===== config.mk =====
export PLATFORM = sky130hd
export DESIGN_NAME = bcd_down_counter
export DESIGN_NICKNAME = d
export VERILOG_FILES = /design/src/rtl/bcd_pkg.sv /design/src/rtl/bcd_digit_down.sv /design/src/rtl/bcd_down_counter.sv
export SDC_FILE = /design/constraint.sdc
export NUM_CORES = 1
export LEC_CHECK = 0
export CORE_UTILIZATION = 36
export DETAILED_ROUTE_END_ITERATION = 7
export GPL_TIMING_DRIVEN = 0
export PLACE_DENSITY_LB_ADDON = 0.05
export SYNTH_ARGS = -nofsm -noshare
export SYNTH_HDL_FRONTEND = slang
export SYNTH_SLANG_ARGS = --single-unit

===== constraint.sdc =====
create_clock -name clk -period 1.35 [get_ports clk]
set_input_delay 0.27 -clock clk [delete_from_list [all_inputs] [get_ports clk]]
set_output_delay 0.27 -clock clk [all_outputs]
set_load 0.02 [all_outputs]

===== src/rtl/bcd_pkg.sv =====
// Shared BCD constants and helpers for the counter and display family.
// Pure definitions: no latency, no flow control.
package bcd_pkg;
    localparam logic [3:0] BCD_MAX  = 4'd9;
    localparam logic [3:0] BCD_ZERO = 4'd0;

    function automatic logic [3:0] bcd_clamp(input logic [3:0] nibble);
        return (nibble > BCD_MAX) ? BCD_MAX : nibble;
    endfunction
endpackage


===== src/rtl/bcd_digit_down.sv =====
// One BCD down-counting digit with borrow ripple to the next digit.
// Latency: one falling edge per load/decrement; no backpressure, dec_in is a plain enable.
module bcd_digit_down
    import bcd_pkg::*;
(
    input  logic       clk,
    input  logic       rst,
    input  logic       load,
    input  logic [3:0] load_digit,
    input  logic       dec_in,
    input  logic       wrap_en,
    output logic [3:0] q,
    output logic       dec_out
);

    always_ff @(negedge clk or negedge rst) begin
        if (!rst) begin
            q <= BCD_ZERO;
        end else if (load) begin
            q <= bcd_clamp(load_digit);
        end else if (dec_in) begin
            // A zero digit either borrows round to 9 or, when wrapping is gated off, sticks at 0.
            if (q == BCD_ZERO) q <= wrap_en ? BCD_MAX : BCD_ZERO;
            else               q <= q - 4'd1;
        end
    end

    assign dec_out = dec_in & (q == BCD_ZERO);

endmodule


===== src/rtl/bcd_down_counter.sv =====
// Multi-digit BCD down counter with load, wrap/hold at zero, zero flag and cascade borrow.
// Latency: one falling edge per step; zero/borrow_out are combinational; no backpressure.
module bcd_down_counter
    import bcd_pkg::*;
#(
    parameter int DIGITS = 2,
    parameter bit WRAP   = 1'b1
) (
    input  logic                clk,
    input  logic                rst,
    input  logic                load,
    input  logic [4*DIGITS-1:0] load_val,
    input  logic                en,
    output logic [4*DIGITS-1:0] count,
    output logic                zero,
    output logic                borrow_out,
    output logic                done
);

    localparam logic [4*DIGITS-1:0] COUNT_ONE = 1;

    logic [DIGITS:0] dec;
    logic            wrap_en;

    assign dec[0]  = en & ~load;
    // Only a counter already at zero can reach the wrap path; hold there unless wrapping.
    assign wrap_en = WRAP | ~zero;

    for (genvar i = 0; i < DIGITS; i++) begin : g_digit
        bcd_digit_down u_digit (
            .clk        (clk),
            .rst        (rst),
            .load       (load),
            .load_digit (load_val[4*i +: 4]),
            .dec_in     (dec[i]),
            .wrap_en    (wrap_en),
            .q          (count[4*i +: 4]),
            .dec_out    (dec[i+1])
        );
    end

    assign zero       = (count == '0);
    // Borrow that rippled past the top digit equals en & ~load & zero.
    assign borrow_out = dec[DIGITS];

    always_ff @(negedge clk or negedge rst) begin
        if (!rst) done <= 1'b0;
        else      done <= en & ~load & (count == COUNT_ONE);
    end

endmodule


==> metrics <==
Crit. Startpoint g_digit[0].u_digit.q[2]; layout filler cell count 75; Main synth FF type dfrtn_1; failing checks negative setup slack; Critical Path AT 2.14 ns; CTS H-Tree Depth 1; Final GP Congestion between 0.6 and 0.7; Post-synth top cells 9 x dfrtn_1, 5 x nor2_1, 4 x nand2_1, 4 x nand3b_1, 4 x o21ai_0; Fin. Hold Viols 0; top-count cell post-synth dfrtn_1; clock skew 0.00394 ns; Max clock buf depth 2; FP Rows 13; Hold Crit Start g_digit[1].u_digit.q[2]; PD cells 930 nW/µm²; Storage cell area 225 µm²; LEAKAGE approximately 0.49 nW; global-route wire length before repair 2.62 mm; CTS tree done; TritonCTS buffer count 3; Die H just over 40 µm; setup repair after global routing missed its margin yes; area of the multi-input gates 364 µm²; top cells by area, synth dfrtn_1 42%, nand3b_1 5.6%, xnor2_1 4.9%; drt drc 0; status finished, violations left; die width 40.8 µm; Sink Count 9; total global routing overflow 0; share of post-route cells with drive strength above 1 56.1%; detailed-route via count 691; Seq cells post-synth 9; post-route setup slack -1.06 ns; Synth async-reset ratio 100%; register area share after synthesis 41.7%; Slew Limit Fails 0; Post-Syn Nets 67; num ports 23; initial antenna violation count 0; DR pass1 iterations 4; initial core utilization 40.0%; Worst slew margin 71.7%; DP HPWL ~940 µm; Hold Path Stages 3; Die ar. about 1700 µm²; latest clock arrival within the worst-skew pair about 0.28 ns; Worst Max-Slew Pin Slew 0.423 ns; core area 1350 µm²; DR WL/cell roughly 17 µm; endpoints failing setup 18; Worst setup SP type flop; DRT iter0 DRCs 27; RR Startpoint g_digit[0].u_digit.q[0]; Post-synth EDFFs 0; largest net degree at the start of global routing 11; Syn Inst Count 55; synthesized area ~540 µm²; Design Power 0.00105 W; cell taking the most area after synthesis dfrtn_1; required time worst endpoint about 1.1 ns; top cell type's share of synthesized area 41.7%; setup TNS -9.42 ns; GRT Util Overall 24.7%; Synth cell types 27; crit path capture type output port; I/O Buffers 21; CTS Root Cell clkbuf_4; # diodes 0; vias in the first global route 583; Synth Warn # 0; routed wire length 2.04 mm; dpl cells 91; Post-CTS Hold Buffers 0; Area growth, synth to finish 108%; hold crit path type reg2reg; Non-Filler Instances 122; register clock-pin slew on the reported worst setup and hold paths 0.06 ns; Crit Path Max Fanout 3; Mapped Avg Cell Area 9.83 µm²; R2R cell count 5; Detail Route Antenna Nets 0; Max VDD drop 0.000697 V; Crit Path Category reg2out; # nets final 120; Max Cap Viol 0; DR vias/cell 5.66
worst max-delay path, cell delays in order, from the launching register on:
cell,delay [ns]
dfrtn_1,0.39
nor4_4,0.30
nand2_2,0.16
nor4_4,0.15
buf_4,0.18
placed cells by master, fill, tap and decap left out, types with 2 or more instances in the layout:
cell / instances
xnor2_1: 3
nor4_4: 3
clkbuf_4: 3
nor2_4: 2
nand2_1: 3
buf_4: 18
clkdlybuf4s50_1: 4
buf_6: 20
o31a_1: 2
dfrtn_1: 9
dlygate4sd2_1: 2
buf_2: 2
nand3b_1: 4
o21ai_1: 5
nor2_1: 3
kinds of logic after synthesis:
family / after synthesis / share of synthesized area, %
muxes: 2 / 3.94
AOI/OAI and AO/OA: 14 / 16.4
and+or+nand+nor: 24 / 31.0
DFF: 9 / 41.7
xor gates and xnor gates: 3 / 4.86
buffers and inverters: 3 / 2.08
where the power goes:
| part | internal, W | switching [W] |
|---|---|---|
| Clock | 0.000110 | 0.000124 |
| Sequential | 0.000300 | 0.0000292 |
| Combinational | 0.000272 | 0.000213 |
registers in the layout, indices dropped and copies added (netlist names):
name               cells
done                   1
g_digit.u_digit.q      8
final timing paths:
check / slack (ns) / end
min in group asynchronous: 0.85 / g_digit[1].u_digit.q[3]
max in group asynchronous: 0.17 / g_digit[0].u_digit.q[1]
setup reg to reg: -0.36 / g_digit[1].u_digit.q[0]
setup / recovery: -1.06 / borrow_out
hold / removal: 0.68 / g_digit[1].u_digit.q[1]
hold reg to reg: 0.68 / g_digit[1].u_digit.q[1]
stage by stage:
step	utilization, %	cell area, µm²	worst slack (ns)	hold WS (ns)
detailed placement	62.1	838	-1.33	0.581
finish	83.4	1130	-1.06	0.679
CTS	79.6	1070	-1.04	0.634
global placement	62.1	838	-1.29	0.590
floorplan	-	609	-0.829	0.541
global route	83.4	1130	-1.10	0.717
layer usage:
metal / part of all wire (%) / up-vias / GRT usage, %
met5: 0 / - / 0
met1: 38 / 340 / 27.6
met3: 7.5 / 7 / 4.89
met4: 2.2 / 0 / 5.00
li1: - / 307 / -
met2: 52 / 37 / 47.6
final cells by class:
| cell class | count | area share, % |
|---|---|---|
| buffer | 2 | 3.44 |
| clock buffer | 3 | 2.00 |
| clock inverter | 1 | 0.444 |
| inverter | 1 | 0.333 |
| multi-input combinational | 43 | 32.3 |
| sequential | 9 | 20.0 |
| tap | 15 | 1.67 |
| timing repair buffer | 48 | 39.8 |
what timing repair did:
action                                  4_1_cts  5_1_grt
pin swaps                                    10        4
endpoints found under the hold margin         0        0
endpoints found under the setup margin       20       19
gates cloned                                  0        0
gates resized for setup                      98        6
setup buffers                                21        9
Note: power is estimated with default switching activity, not from simulation.
